==> config.mk <==
export PLATFORM = sky130hd
export DESIGN_NAME = uart_key_decode
export DESIGN_NICKNAME = d
export VERILOG_FILES = /design/src/rtl/pacman_pkg.sv /design/src/rtl/key_hold_timer.sv /design/src/rtl/uart_key_decode.sv
export SDC_FILE = /design/constraint.sdc
export NUM_CORES = 1
export LEC_CHECK = 0
export ABC_CLOCK_PERIOD_IN_PS = 6350
export CORE_MARGIN = 2
export CORE_UTILIZATION = 51
export CTS_CLUSTER_DIAMETER = 200
export DETAILED_ROUTE_END_ITERATION = 6
export PLACE_DENSITY = 0.7
export SETUP_SLACK_MARGIN = 0.05
export SLEW_MARGIN = 20
export SYNTH_ARGS = -nofsm -noshare
export SYNTH_HDL_FRONTEND = slang
export SYNTH_SLANG_ARGS = --single-unit
==> constraint.sdc <==
create_clock -name clk -period 6.35 [get_ports clk]
set_input_delay 1.905 -clock clk [delete_from_list [all_inputs] [get_ports clk]]
set_output_delay 1.905 -clock clk [all_outputs]
set_load 0.005 [all_outputs]
==> src/rtl/pacman_pkg.sv <==
`default_nettype none
// ============================================================================
// Module      : pacman_pkg
// Description : Shared types and constants for the pacman keyboard path.
//               ASCII codes, the direction enum, the escape-parser state
//               enum and two small byte-decode helper functions.
// Ports       : none (package)
// Revision    : 1.0 - initial release
// ============================================================================
package pacman_pkg;

  // Escape-sequence framing bytes
  localparam logic [7:0] ASC_ESC   = 8'h1B;
  localparam logic [7:0] ASC_CSI   = 8'h5B;

  // Single-letter keys, lower and upper case
  localparam logic [7:0] ASC_W_LO  = 8'h77;
  localparam logic [7:0] ASC_W_UP  = 8'h57;
  localparam logic [7:0] ASC_S_LO  = 8'h73;
  localparam logic [7:0] ASC_S_UP  = 8'h53;
  localparam logic [7:0] ASC_A_LO  = 8'h61;
  localparam logic [7:0] ASC_A_UP  = 8'h41;
  localparam logic [7:0] ASC_D_LO  = 8'h64;
  localparam logic [7:0] ASC_D_UP  = 8'h44;
  localparam logic [7:0] ASC_R_LO  = 8'h72;
  localparam logic [7:0] ASC_R_UP  = 8'h52;

  // Final byte of an ANSI arrow sequence (ESC [ x)
  localparam logic [7:0] ARROW_UP    = 8'h41;
  localparam logic [7:0] ARROW_DOWN  = 8'h42;
  localparam logic [7:0] ARROW_RIGHT = 8'h43;
  localparam logic [7:0] ARROW_LEFT  = 8'h44;

  typedef enum logic [2:0] {
    DIR_NONE  = 3'd0,
    DIR_UP    = 3'd1,
    DIR_DOWN  = 3'd2,
    DIR_LEFT  = 3'd3,
    DIR_RIGHT = 3'd4
  } dir_t;

  typedef enum logic [1:0] {
    IDLE    = 2'd0,
    GOT_ESC = 2'd1,
    GOT_CSI = 2'd2
  } esc_state_t;

  // Result of decoding one byte: a direction and/or a game-reset request
  typedef struct packed {
    dir_t dir;
    logic rst;
  } key_cmd_t;

  // Decode a byte seen outside an escape sequence. ESC itself is handled
  // by the parser and yields no command here.
  function automatic key_cmd_t decode_idle(input logic [7:0] b);
    key_cmd_t cmd;
    cmd.dir = DIR_NONE;
    cmd.rst = 1'b0;
    case (b)
      ASC_W_LO, ASC_W_UP: cmd.dir = DIR_UP;
      ASC_S_LO, ASC_S_UP: cmd.dir = DIR_DOWN;
      ASC_A_LO, ASC_A_UP: cmd.dir = DIR_LEFT;
      ASC_D_LO, ASC_D_UP: cmd.dir = DIR_RIGHT;
      ASC_R_LO, ASC_R_UP: cmd.rst = 1'b1;
      default:            cmd.dir = DIR_NONE;
    endcase
    return cmd;
  endfunction

  // Decode the final byte of ESC [ x. Note 'D' means left here but right
  // as a plain letter.
  function automatic dir_t decode_arrow(input logic [7:0] b);
    dir_t d;
    case (b)
      ARROW_UP:    d = DIR_UP;
      ARROW_DOWN:  d = DIR_DOWN;
      ARROW_RIGHT: d = DIR_RIGHT;
      ARROW_LEFT:  d = DIR_LEFT;
      default:     d = DIR_NONE;
    endcase
    return d;
  endfunction

endpackage
`default_nettype wire

==> src/rtl/key_hold_timer.sv <==
`default_nettype none
// ============================================================================
// Module      : key_hold_timer
// Description : Loadable saturating down-counter. load sets it to CYCLES-1,
//               clear forces it to 0, otherwise it counts down to 0 and stops.
// Ports       : clk     - clock
//               rstn    - asynchronous active-low reset
//               load    - reload with CYCLES-1
//               clear   - force to zero (wins over load)
//               expired - high while the count is zero
// Revision    : 1.0 - initial release
// ============================================================================
module key_hold_timer #(
  parameter int CYCLES = 1
) (
  input  logic clk,
  input  logic rstn,
  input  logic load,
  input  logic clear,
  output logic expired
);

  localparam int                c_width    = (CYCLES > 1) ? $clog2(CYCLES) : 1;
  localparam logic [c_width-1:0] c_load_val = c_width'(CYCLES - 1);
  localparam logic [c_width-1:0] c_one      = c_width'(1);

  logic [c_width-1:0] r_count;

  always_ff @(posedge clk or negedge rstn) begin
    if (!rstn) begin
      r_count <= '0;
    end else if (clear) begin
      r_count <= '0;
    end else if (load) begin
      r_count <= c_load_val;
    end else if (r_count != '0) begin
      r_count <= r_count - c_one;
    end
  end

  assign expired = (r_count == '0);

endmodule
`default_nettype wire

==> src/rtl/uart_key_decode.sv <==
`default_nettype none
// ============================================================================
// Module      : uart_key_decode
// Description : Turns UART receive bytes into held direction levels and a
//               one-cycle game-reset pulse. Accepts WASD/R letters and ANSI
//               arrow sequences (ESC [ A..D). Each accepted direction stays
//               asserted for HOLD_CYCLES after its last byte so terminal
//               auto-repeat gaps do not make the level flicker.
// Ports       : clk       - 100 MHz system clock
//               rstn      - asynchronous active-low reset
//               rx_data   - received byte, qualified by rx_valid
//               rx_valid  - one-cycle strobe per received byte
//               key_up    - level, up held
//               key_down  - level, down held
//               key_left  - level, left held
//               key_right - level, right held
//               key_reset - one-cycle game reset pulse
//               dir_evt   - one-cycle pulse per accepted direction
// Revision    : 1.0 - initial release
// ============================================================================
module uart_key_decode
  import pacman_pkg::*;
#(
  parameter int HOLD_CYCLES = 12_000_000,
  parameter int ESC_CYCLES  = 200_000
) (
  input  logic       clk,
  input  logic       rstn,
  input  logic [7:0] rx_data,
  input  logic       rx_valid,
  output logic       key_up,
  output logic       key_down,
  output logic       key_left,
  output logic       key_right,
  output logic       key_reset,
  output logic       dir_evt
);

  esc_state_t r_state;
  esc_state_t w_state_next;
  key_cmd_t   w_cmd;
  logic       w_esc_load;
  logic       w_esc_expired;
  logic       w_hold_expired;
  logic       w_dir_valid;

  // Direction levels, bit order {up, down, left, right}
  logic [3:0] r_levels;
  logic       r_key_reset;
  logic       r_dir_evt;

  // --------------------------------------------------------------------------
  // Escape parser: state register
  // --------------------------------------------------------------------------
  always_ff @(posedge clk or negedge rstn) begin
    if (!rstn) begin
      r_state <= IDLE;
    end else begin
      r_state <= w_state_next;
    end
  end

  // --------------------------------------------------------------------------
  // Escape parser: next state. A byte arriving on the timeout cycle is
  // still processed, so rx_valid is always tested before expiry.
  // --------------------------------------------------------------------------
  always_comb begin
    w_state_next = r_state;
    case (r_state)
      IDLE: begin
        if (rx_valid && (rx_data == ASC_ESC)) begin
          w_state_next = GOT_ESC;
        end
      end
      GOT_ESC: begin
        if (rx_valid) begin
          if (rx_data == ASC_CSI) begin
            w_state_next = GOT_CSI;
          end else if (rx_data == ASC_ESC) begin
            w_state_next = GOT_ESC;
          end else begin
            w_state_next = IDLE;
          end
        end else if (w_esc_expired) begin
          w_state_next = IDLE;
        end
      end
      GOT_CSI: begin
        if (rx_valid || w_esc_expired) begin
          w_state_next = IDLE;
        end
      end
      default: w_state_next = IDLE;
    endcase
  end

  // --------------------------------------------------------------------------
  // Escape parser: decode outputs. A non-'[' byte after ESC abandons the
  // sequence and is decoded as a plain key in the same cycle.
  // --------------------------------------------------------------------------
  always_comb begin
    w_cmd.dir  = DIR_NONE;
    w_cmd.rst  = 1'b0;
    w_esc_load = 1'b0;
    case (r_state)
      IDLE: begin
        if (rx_valid) begin
          w_cmd      = decode_idle(rx_data);
          w_esc_load = (rx_data == ASC_ESC);
        end
      end
      GOT_ESC: begin
        if (rx_valid) begin
          if ((rx_data == ASC_CSI) || (rx_data == ASC_ESC)) begin
            w_esc_load = 1'b1;
          end else begin
            w_cmd = decode_idle(rx_data);
          end
        end
      end
      GOT_CSI: begin
        if (rx_valid) begin
          w_cmd.dir = decode_arrow(rx_data);
        end
      end
      default: begin
        w_cmd.dir  = DIR_NONE;
        w_cmd.rst  = 1'b0;
        w_esc_load = 1'b0;
      end
    endcase
  end

  assign w_dir_valid = (w_cmd.dir != DIR_NONE);

  // --------------------------------------------------------------------------
  // Timers
  // --------------------------------------------------------------------------
  key_hold_timer #(
    .CYCLES (ESC_CYCLES)
  ) u_esc_timer (
    .clk     (clk),
    .rstn    (rstn),
    .load    (w_esc_load),
    .clear   (1'b0),
    .expired (w_esc_expired)
  );

  key_hold_timer #(
    .CYCLES (HOLD_CYCLES)
  ) u_hold_timer (
    .clk     (clk),
    .rstn    (rstn),
    .load    (w_dir_valid),
    .clear   (w_cmd.rst),
    .expired (w_hold_expired)
  );

  // --------------------------------------------------------------------------
  // Registered outputs. The hold counter sits at CYCLES-1 on the first high
  // cycle, so clearing on its zero cycle gives exactly HOLD_CYCLES high
  // cycles. A new direction always takes priority over expiry.
  // --------------------------------------------------------------------------
  always_ff @(posedge clk or negedge rstn) begin
    if (!rstn) begin
      r_levels    <= 4'b0000;
      r_key_reset <= 1'b0;
      r_dir_evt   <= 1'b0;
    end else begin
      r_key_reset <= w_cmd.rst;
      r_dir_evt   <= w_dir_valid;
      if (w_dir_valid) begin
        r_levels <= {(w_cmd.dir == DIR_UP),   (w_cmd.dir == DIR_DOWN),
                     (w_cmd.dir == DIR_LEFT), (w_cmd.dir == DIR_RIGHT)};
      end else if (w_cmd.rst || w_hold_expired) begin
        r_levels <= 4'b0000;
      end
    end
  end

  assign key_up    = r_levels[3];
  assign key_down  = r_levels[2];
  assign key_left  = r_levels[1];
  assign key_right = r_levels[0];
  assign key_reset = r_key_reset;
  assign dir_evt   = r_dir_evt;

endmodule
`default_nettype wire

==> After elaboration in Yosys (flattened, before gate mapping) <==
Cells that the tools add are included.
{ "totals": {"elab_cells": 77, "ff_bits": 50, "in_bits": 11, "output_inout_bits": 6} }
{ "classes": {"n_addsub": 2, "reduce_logical": 19, "n_eq_ne": 23, "mux": 27} }
{ "op_table": {"columns": ["operator", "count"], "rows": [
  ["8-bit by 7-bit equality test with 1-bit output, second input constant", 13],
  ["24-bit 2-to-1 mux", 3],
  ["18-bit 2-to-1 mux", 2],
  ["24-bit zero test", 1],
  ["3-bit one-hot mux with 4 select lines", 2],
  ["24-bit nonzero test", 1],
  ["24-bit by 1-bit subtractor with 24-bit output, second input constant", 1],
  ["4-bit 2-to-1 mux", 5],
  ["18-bit zero test", 1],
  ["18-bit nonzero test", 1],
  ["18-bit by 1-bit subtractor with 18-bit output, second input constant", 1],
  ["2-bit 2-to-1 mux", 5],
  ["2-bit OR reduction", 5],
  ["3-bit one-hot mux with 3 select lines", 1],
  ["8-bit by 5-bit equality test with 1-bit output, second input constant", 1],
  ["3-bit by 2-bit equality test with 1-bit output, second input constant", 2],
  ["2-bit one-hot mux with 3 select lines", 1],
  ["3-bit nonzero test", 2],
  ["1-bit 2-to-1 mux", 5],
  ["2-bit inequality test, second input constant", 2],
  ["1-bit one-hot mux with 2 select lines", 2],
  ["2-bit nonzero test", 2],
  ["3-bit by 1-bit equality test with 1-bit output, second input constant", 1],
  ["3-bit equality test, second input constant", 1],
  ["other kinds (8)", 10]
]} }

==> Logic depth before layout (Yosys ltp) <==
Gate-level depths: netlist of the first run.
{ "depth": {"ltp_word": 9, "mapped_depth": 8, "mapped_depth_nobuf": 7} }

==> Modules after synthesis <==
From an unflattened synthesis of the first run, not the netlist that was laid out.
{ "unflattened": {"hier_cells": 309, "hier_area_um2": 3005.4} }
{ "by_module_without_submodules": {"columns": ["mod", "cells_per_inst", "area_each_um2", "seq_area_each_um2", "n_inst"], "rows": [
  ["key_hold_timer at u_hold_timer", 138, 1372.6, 600.6, 1],
  ["key_hold_timer at u_esc_timer", 113, 1091.0, 450.4, 1],
  ["uart_key_decode", 58, 541.8, 200.2, 1]
]} }

==> Worst setup path after synthesis of the first run <==
Ideal clock, no wire load.
{ "synth_path": {"path_kind": "input to register", "start": "in rx_data[4]", "end": "reg u_hold_timer.r_count[14]", "path_slack_ps": 2896, "stages": 6, "required_ps": 6230, "n_path_buf": 1, "t_arrival_ps": 3334, "setup_ps": 120, "path_cell_list": "or4b_4 > a2111oi_4 > or2_4 > o31ai_4 > buf_6 > and3_1"} }
{ "synth_between": {"elab_chain_cells": 9, "word_cells_on_any_way": 33, "cone_classes": "14 x eq/ne; 11 x mux; 8 x reduce/logical"} }
{ "synth_rtl": {"columns": ["element", "line", "source"], "rows": [
  ["start: declaration", "uart_key_decode.sv:29", "input logic [7:0] rx_data,"],
  ["8-bit by 7-bit equality test with 1-bit output (on tied branches)", "pacman_pkg.sv:60, pacman_pkg.sv:75", null],
  ["2-bit OR reduction", "pacman_pkg.sv:60", "case (b)"],
  ["3-bit one-hot mux with 4 select lines", "pacman_pkg.sv:60", null],
  ["4-bit 2-to-1 mux", "uart_key_decode.sv:114", "if ((rx_data == ASC_CSI) || (rx_data == ASC_ESC)) begin"],
  ["4-bit 2-to-1 mux", "uart_key_decode.sv:113", "if (rx_valid) begin"],
  ["3-bit one-hot mux with 3 select lines", "uart_key_decode.sv:105", "case (r_state)"],
  ["3-bit nonzero test", "uart_key_decode.sv:134", "assign w_dir_valid = (w_cmd.dir != DIR_NONE);"],
  ["24-bit 2-to-1 mux", "key_hold_timer.sv:34", "end else if (load) begin"],
  ["24-bit 2-to-1 mux", "key_hold_timer.sv:32", "end else if (clear) begin"],
  ["end signal: assignment", "key_hold_timer.sv:35", "r_count <= c_load_val;"],
  ["end signal: assignment", "key_hold_timer.sv:37", "r_count <= r_count - c_one;"],
  ["end: declaration", "key_hold_timer.sv:27", "logic [c_width-1:0] r_count;"]
]} }
Several ways; a longest one is shown, not always the timed one.
A chain may end at the register's enable or synchronous reset.

==> Worst setup path in the final report of the first run <==
{ "layout_path": {"start": "in rx_data[2]", "end": "reg u_hold_timer.r_count[3]"} }
Same word-level chain as after synthesis.

==> results of run 1 <==
==> layer usage <==
layer	track usage	share of wire	vias up
met4	0.0589	0.013	0
met2	0.307	0.46	24
met5	0	0	-
li1	-	-	1018
met3	0.0349	0.026	6
met1	0.259	0.50	999
==> worst max-delay path by stage <==
| stage | from | end | slack [ps] |
|---|---|---|---|
| 3_5_place_dp | rx_data[2] | u_hold_timer.r_count[17] | 2070 |
| 4_1_cts | rx_data[2] | u_hold_timer.r_count[3] | 2390 |
| 3_3_place_gp | rx_data[0] | u_hold_timer.r_count[9] | 2150 |
| 2_1_floorplan | rx_data[4] | u_hold_timer.r_count[14] | 2900 |
| 5_1_grt | rx_data[2] | u_hold_timer.r_count[17] | 2220 |
| 6_report | rx_data[2] | u_hold_timer.r_count[3] | 2420 |
==> cells in the mapped netlist, drive strengths merged (2+ instances only) <==
cell type  instances
o211ai             3
ha                 2
buf                3
or4                3
o21a               4
nand3b             4
nand2b             6
nor3              17
or3                5
nand3              7
nand2             15
nor4              11
xor2              13
mux2i              2
inv                7
a211oi             2
a2111oi            3
nand4              4
nand4b             2
or2                4
xnor2             23
clkbuf             7
nor2              25
o21ai             23
a22oi              3
nor3b              2
and3               9
dfrtp             50
a21oi              4
==> stage by stage <==
| stage | area [sq um] | utilization | worst slack (ps) | std cells |
|---|---|---|---|---|
| 4_1_cts | 3090 | 0.602 | 2390 | 362 |
| 5_1_grt | 3090 | 0.602 | 2220 | 362 |
| 3_5_place_dp | 2950 | 0.574 | 2070 | 354 |
| 2_1_floorplan | 2750 | - | 2900 | 277 |
| 6_report | 3090 | 0.602 | 2420 | 362 |
| 3_3_place_gp | 2950 | 0.574 | 2150 | 354 |
==> placed cells by master, fill, tap and decap left out, drive strengths merged, types with 2 or more instances in the layout <==
cell / synthesis / layout
a2111oi: 3 / 3
a211oi: 2 / 2
a21oi: 4 / 4
a22oi: 3 / 3
and3: 9 / 9
buf: 3 / 2
bufinv: 0 / 2
clkbuf: 7 / 6
clkdlybuf4s50: 0 / 15
dfrtp: 50 / 50
ha: 2 / 2
inv: 7 / 7
mux2i: 2 / 2
nand2: 15 / 15
nand2b: 6 / 6
nand3: 7 / 7
nand3b: 4 / 4
nand4: 4 / 4
nand4b: 2 / 2
nor2: 25 / 25
nor3: 17 / 17
nor3b: 2 / 2
nor4: 11 / 11
o211ai: 3 / 3
o21a: 4 / 4
o21ai: 23 / 23
or2: 4 / 4
or3: 5 / 5
or4: 3 / 3
xnor2: 23 / 23
xor2: 13 / 13
==> power by group through the flow <==
stage,Clock (W),Sequential [W],Combinational [W]
after global routing,0.000293,0.000531,0.000321
after global placement,0,0.000515,0.000270
after CTS,0.000281,0.000513,0.000284
after detailed placement,0,0.000519,0.000280
final,0.000273,0.000514,0.000282
after floorplan,0,0.000498,0.000223
==> worst max-delay path: stages <==
cell and delay (ps):
clkdlybuf4s50_1 600, nand3b_1 210, a211oi_1 100, or2_4 290, o31ai_4 730, o21ai_0 220
==> logic make-up after synthesis <==
| family | share of synthesized area |
|---|---|
| AO/OA/AOI/OAI | 0.132 |
| adder cells (fa/ha/maj) | 0.00910 |
| buffers and inverters | 0.0278 |
| multiplexers | 0.0114 |
| AND/OR/NAND/NOR | 0.250 |
| flip-flops | 0.455 |
| XOR/XNOR | 0.115 |
==> registers in the layout, summed over array words and instances, names as in the netlist <==
register,count
dir_evt,1
u_hold_timer.r_count,24
key_reset,1
r_levels,4
r_state,2
u_esc_timer.r_count,18
==> cell type report <==
class	instances	area share
clock buffer	6	0.0267
clock inverter	2	0.0194
inverter	7	0.00850
multi-input combinational	210	0.460
sequential	50	0.405
tap	70	0.0283
timing repair buffer	17	0.0526
==> impl_metrics.yaml, run 1 <==
run_status:
  status: "finished clean"
cts:
  cts_hold_buf: 0
  post_cts_buffers: 0
  root_buffer: "clkbuf_8"
  cts.clk_slew.worst_paths_ps: 80
  clock_sinks: 50
  post_cts_resized: 0
  cts_tree: "yes"
  clk-insertion-delay-late_ps: 310
  cts_max_path_buffers: 2
  htree_levels: 2
  cts_buffers: 5
power_and_ir_drop:
  total_power_w: 0.00107
  p_int_w: 0.000724
  leakage_nw: 1.17
  powerDensity_nw_per_um2: 346
  p_sw_w: 0.000346
  clockPowerShare: 0.255
  comb_power_share: 0.264
  seq_power_share: 0.481
  swShare: 0.324
  ir_worst_vdd_mv: 0.176
critical_path:
  timing.rr.end: "u_hold_timer.r_count[3]"
  critPathMaxFanout: 26
  cp_data_arrival_time_ps: 4070
  critPathKind: "primary input to flop"
  reg2reg_depth: 7
  rr_startpoint: "u_hold_timer.r_count[1]"
  setup.worst_path.end_class: "flop"
  crit_path_start_kind: "primary input"
  required_ps: 6480
  reg2reg_slack_ps: 3770
timing:
  timing.hold.ws_ps: 534
  fmax_mhz: 254
  drv_slew: 0
  rsz0062_at_grt: "false"
  hold_viol: 0
  setup_tns_ps: 0
  setup_violations: 0
  finalCritPeriodShare: 0.619
  slew_headroom: 0.363
  skew_ps: 7.16
  period_needed_ps: 3930
  worst-slew-pin-transition_ps: 951
synthesis:
  synth.area.top_cells: "dfrtp_1 (45%), xnor2_1 (7.3%), xor2_1 (4.1%)"
  synthFlopType: "dfrtp_1"
  synth_edf_count: 0
  ys_seq_elements: 50
  seq_area_frac_synth: 0.455
  synthArstFlopShare: 1.00
  synth_cell_types: 52
  synth_warnings: 0
  synth_cells: 277
  yosys.area.top_type: "dfrtp_1"
  netlist_area_sq_um: 2750
  synth_top_area_frac: 0.455
  avgSynthCellArea_sq_um: 9.93
  syn-num-nets: 290
final_layout:
  n_fill_cell: 475
  final_net_count: 304
  multiInputGateArea_sq_um: 1420
  n_antenna_cell: 0
  layout-drive-gt1-share: 0.0925
  area_delta_synth_final_pct: 12.5
  regArea_sq_um: 1250
placed_design:
  dp_hpwl_microns: 3390
  globalplace.congestion: 0.760
  io_buffer_count: 16
routing:
  routed_wirelength_microns: 5050
  drt_iter0_drc: 109
  wl_per_cell_microns: 13.9
  drc_errors: 0
  vias: 2047
  firstDrtPassIters: 4
  via_per_inst: 5.65
  antenna_left: 0
hold_path:
  hold_depth: 1
  holdPathEnd: "r_levels[1]"
  min_from: "r_levels[1]"
  hold_path_class: "flop to flop"
global_routing:
  grt_pass1_wl_microns: 9230
  grt_max_degree: 51
  grt.overflow.total: 0
  track_usage: 0.189
  grt_pass1_vias: 2039
  antenna_found_initial: 0
die:
  fp.coreArea_sq_um: 5140
  die_h_microns: 77.4
  rows: 26
  start_util: 0.535
  die_x_microns: 77.4
  io_pins: 17
  dieArea_sq_um: 6000
flow_run:
  max_cap_viol_count: 0
(Power assumes the default switching activity.)
==> run 2, diff against run 1 <==
- ABC_CLOCK_PERIOD_IN_PS: 6350 -> 3200
- PLACE_DENSITY: 0.7 -> 0.73
- clock period: 6.35 -> 3.2 ns (I/O delays scaled with it)
==> run 2 against run 1 <==
Final area is 2.1% higher. Non-clock buffer count is 11 higher. Global-route usage is 0.91 points higher. Clock power is 64% higher. Core utilization is 1.3 points higher. Register-to-register slack worse by 3000 ps. Sequential cell count stayed put. First-iteration DRC count is 12% lower. Critical path depth is 1 higher. Sequential share of layout area is 0.83 points lower. Wire length is 2.8% higher.
==> impl_metrics.yaml, run 2 (synthesis gave the netlist of run 1 again) <==
placed_design:
  dp_hpwl_microns: 3710
  dp.cells: 365
  place_ws_ps: 109
  globalplace.congestion: 0.775
  io_buffer_count: 16
final_layout:
  largestRegisters: "u_hold_timer.r_count (24), u_esc_timer.r_count (18), r_levels (4)"
  top_register: "u_hold_timer.r_count"
  layout_common_cells: "dfrtp_1 (50), nor2_1 (25), xnor2_1 (23)"
  mostFrequentLayoutCell: "dfrtp_1"
  postLayoutCoreUtil: 0.614
  fin_cells: 372
  regArea_sq_um: 1250
  largest_reg_flops: 24
  n_antenna_cell: 0
  n_fill_cell: 469
  area_delta_synth_final_pct: 14.8
  final_net_count: 315
  multiInputGateArea_sq_um: 1420
  layout-drive-gt1-share: 0.123
global_routing:
  grt.overflow.total: 0
  antenna_found_initial: 0
  grt_max_degree: 27
  track_usage: 0.199
  grt_pass1_wl_microns: 9690
  grt_pass1_vias: 2136
timing:
  skew_ps: 11.2
  worst-slew-pin-transition_ps: 980
  fmax_mhz: 353
  finalCritPeriodShare: 0.884
  drv_slew: 0
  hold_viol: 0
  period_needed_ps: 2830
  slew_headroom: 0.344
  setup_tns_ps: 0
  finalWorstSetupSlack_ps: 371
  setup_violations: 0
  rsz0062_at_grt: "false"
power_and_ir_drop:
  ir_worst_vdd_mv: 0.317
  powerDensity_nw_per_um2: 644
  leakage_nw: 1.21
routing:
  via_per_inst: 5.64
  firstDrtPassIters: 4
  top_layer: "met4"
  antenna_left: 0
  wl_met3_microns: 147
  routed_wirelength_microns: 5190
  drt_iter0_drc: 96
  drc_errors: 0
  drt-met1-wl_microns: 2610
  vias: 2098
  wl_per_cell_microns: 13.9
  wl_met2_microns: 2360
critical_path:
  setup.worst_path.end_class: "flop"
  required_ps: 3430
  critPathKind: "primary input to flop"
  cp_cell_sequence: "clkdlybuf4s50_1 -> nand3b_1 -> nor4_2 -> buf_4 -> a31oi_1 -> a22oi_1 -> nor2_1"
  max_stage_delay_ps: 720
  crit_path_start_kind: "primary input"
  critPathMaxFanout: 11
  path_buf_inv: 2
  cp_data_arrival_time_ps: 3060
  cp_top_family: "compound AO/OA/AOI/OAI gates"
  critPathSlowestCell: "a31oi_1"
cts:
  cts_hold_buf: 0
  cts_max_path_buffers: 2
  post_cts_buffers: 0
  cts.clk_slew.worst_paths_ps: 90
  clk-insertion-delay-late_ps: 300
  cts_tree: "yes"
  htree_levels: 2
  post_cts_resized: 0
  cts_buffers: 5
  clock_sinks: 50
  root_buffer: "clkbuf_8"
run_status:
  status: "finished clean"
die:
  die_h_microns: 77.4
  dieArea_sq_um: 6000
  start_util: 0.535
  rows: 26
  io_pins: 17
  fp.coreArea_sq_um: 5140
  die_x_microns: 77.4
flow_run:
  max_cap_viol_count: 0
hold_path:
  hold_path_class: "flop to flop"
==> run 2: worst paths after layout <==
kind | from | to | slack (ps) | depth (start not counted)
worst min-delay path | u_esc_timer.r_count[8] | u_esc_timer.r_count[8] | 530 | 2
worst min register to register | u_esc_timer.r_count[8] | u_esc_timer.r_count[8] | 530 | 2
max in group asynchronous | rstn | u_esc_timer.r_count[13] | 2080 | 2
min in group asynchronous | rstn | u_hold_timer.r_count[4] | 540 | 1
worst max-delay path | rx_data[2] | r_levels[3] | 370 | 7
worst max register to register | u_hold_timer.r_count[0] | r_levels[3] | 790 | 8
==> run 2: worst reg2reg max path, stage by stage, from the launching register on <==
cell     delay, ps
dfrtp_1        430
inv_1           70
ha_1           220
nor3b_1        140
buf_4          160
and4_1         250
a31oi_1        760
a22oi_1        170
nor2_1         150
==> run 2: metrics by stage <==
stage          area, sq um  hold WS [ps]  power (W)
2_1_floorplan         2750           485    0.00143
4_1_cts               3160           532    0.00206
5_1_grt               3160           556    0.00219
3_5_place_dp          3050           512    0.00160
6_report              3160           527    0.00203
3_3_place_gp          3050           497    0.00157
==> run 2: report_power, final <==
| part | internal (W) | switching (W) | total (W) |
|---|---|---|---|
| logic | 0.000289 | 0.000276 | 0.000565 |
| registers | 0.000822 | 0.000200 | 0.00102 |
| clock network | 0.000250 | 0.000198 | 0.000448 |
| total | 0.00136 | 0.000673 | 0.00203 |
==> run 2: area by class of cell <==
class                           count  share of cell area
Timing Repair Buffer               28              0.0816
Sequential cell                    50               0.396
Clock buffer                        6              0.0261
Inverter                            7             0.00832
Multi-Input combinational cell    210               0.450
Tap cell                           70              0.0277
Clock inverter                      1             0.00951
==> run 2: routing by layer <==
layer,vias to the layer above,global-route usage
met1,1016,0.271
met4,0,0.0643
met5,-,0
met3,7,0.0314
met2,26,0.324
li1,1049,-
==> run 3, diff against run 2 <==
- ABC_CLOCK_PERIOD_IN_PS: 3200 -> 2800
- CORE_MARGIN: 2 -> not set
- GPL_TIMING_DRIVEN: not set -> 0
- PLACE_DENSITY: 0.73 -> 0.7
- clock period: 3.2 -> 2.8 ns (I/O delays scaled with it)
==> run 3 against run 2 <==
Via count is 1.8% lower. Worst hold slack better by 4.1 ps. Critical path depth is 1 higher. Global-route usage is 0.21 points higher. Power is 14% higher. Clock-buffer cell count stayed put. Clock skew is 3.1 ps lower. Sequential power is 15% higher. Critical path type unchanged. Critical endpoint is now u_hold_timer.r_count[7]. Largest power group unchanged.
==> impl_metrics.yaml, run 3 (synthesis gave the netlist of run 1 again) <==
run_status:
  status: "finished clean"
cts:
  cts_tree: "yes"
  cts_max_path_buffers: 2
  cts_hold_buf: 0
  root_buffer: "clkbuf_8"
  htree_levels: 2
  clk-insertion-delay-late_ps: 310
  cts_buffers: 5
  clock_sinks: 50
  post_cts_buffers: 0
  cts.clk_slew.worst_paths_ps: 90
final_layout:
  layout-drive-gt1-share: 0.110
  mostFrequentLayoutCell: "dfrtp_1"
  layout_common_cells: "dfrtp_1 (50), nor2_1 (24), xnor2_1 (23)"
  largestRegisters: "u_hold_timer.r_count (24), u_esc_timer.r_count (18), r_levels (4)"
  postLayoutCoreUtil: 0.609
  final_net_count: 313
  top_register: "u_hold_timer.r_count"
  largest_reg_flops: 24
  n_antenna_cell: 0
  area_delta_synth_final_pct: 13.8
timing:
  worst-slew-pin-transition_ps: 689
  fmax_mhz: 375
  slew_headroom: 0.540
  setup_violations: 0
  timing.hold.ws_ps: 531
  rsz0062_at_grt: "false"
  setup_tns_ps: 0
  period_needed_ps: 2670
  hold_viol: 0
  skew_ps: 8.09
  drv_slew: 0
  finalCritPeriodShare: 0.953
placed_design:
  dp_hpwl_microns: 3510
  io_buffer_count: 16
  globalplace.congestion: 0.753
power_and_ir_drop:
  total_power_w: 0.00232
  ir_worst_vdd_mv: 0.542
  powerDensity_nw_per_um2: 740
  leakage_nw: 1.18
global_routing:
  grt_max_degree: 51
  antenna_found_initial: 0
  grt.overflow.total: 0
  grt_pass1_vias: 1847
  grt_pass1_wl_microns: 8490
  track_usage: 0.201
die:
  rows: 26
  start_util: 0.535
  dieArea_sq_um: 5690
  io_pins: 17
  fp.coreArea_sq_um: 5140
  die_h_microns: 75.4
  die_x_microns: 75.4
routing:
  antenna_left: 0
  vias: 2060
  drc_errors: 0
  via_per_inst: 5.55
  firstDrtPassIters: 4
  drt_iter0_drc: 68
  wl_per_cell_microns: 13.6
  routed_wirelength_microns: 5060
critical_path:
  setup.worst_path.end_class: "flop"
  required_ps: 2990
  cp_data_arrival_time_ps: 2850
  crit_path_start_kind: "primary input"
  reg2reg_depth: 8
  critPathKind: "primary input to flop"
  critPathMaxFanout: 10
hold_path:
  hold_path_class: "flop to flop"
  hold_depth: 1
flow_run:
  max_cap_viol_count: 0
## run 3: routing by layer
metal | vias up | share of wire | GRT usage | wire length, microns
met5 | - | 0 | 0 | 0
met4 | 0 | 0.016 | 0.0802 | 81
met3 | 7 | 0.023 | 0.0357 | 116
met2 | 22 | 0.45 | 0.310 | 2260
met1 | 993 | 0.51 | 0.282 | 2610
li1 | 1038 | - | - | -
## run 3: final cells by class
cell class / instances / area (sq um)
Sequential cell: 50 / 1250
Clock buffer: 6 / 72.6
Buffer: 10 / 52.6
Multi-Input combinational cell: 210 / 1440
Fill cell: 468 / 2010
Clock inverter: 2 / 37.5
Timing Repair Buffer: 16 / 160
Inverter: 7 / 26.3
Tap cell: 70 / 87.6
## run 3: critical path, stage by stage
cell	delay, ps
clkdlybuf4s50_1	450
or3b_1	170
buf_2	200
nor4_1	70
or2_2	370
o31ai_4	410
buf_4	230
o21ai_0	110
## run 3: where the power goes
part | switching, W | total [W] | internal (W)
clock network | 0.000246 | 0.000513 | 0.000267
logic | 0.000313 | 0.000637 | 0.000324
registers | 0.000229 | 0.00117 | 0.000939
total | 0.000788 | 0.00232 | 0.00153
## run 3: stage by stage
stage / cells / instance area, sq um / setup WS, ps
after CTS: 371 / 3120 / 76.2
after global routing: 371 / 3130 / 60.6
after floorplan: 277 / 2750 / 411
after global placement: 363 / 3000 / -627
final: 371 / 3130 / 132
after detailed placement: 363 / 3000 / -391
## run 3: worst paths after layout
check                                         from                        to  slack (ps)
setup / recovery                        rx_data[6]   u_hold_timer.r_count[7]         130
hold / removal                         r_levels[1]               r_levels[1]         530
setup reg to reg           u_hold_timer.r_count[0]   u_hold_timer.r_count[7]         310
hold reg to reg                        r_levels[1]               r_levels[1]         530
max in group asynchronous                     rstn  u_hold_timer.r_count[19]        1840
min in group asynchronous                     rstn                   dir_evt         550
## run 3: timing repair
item | 4_1_cts | 5_1_grt
resized for setup | 3 | 4
gates cloned | 0 | 0
pin swaps | 0 | 2
setup endpoints to repair | 20 | 30
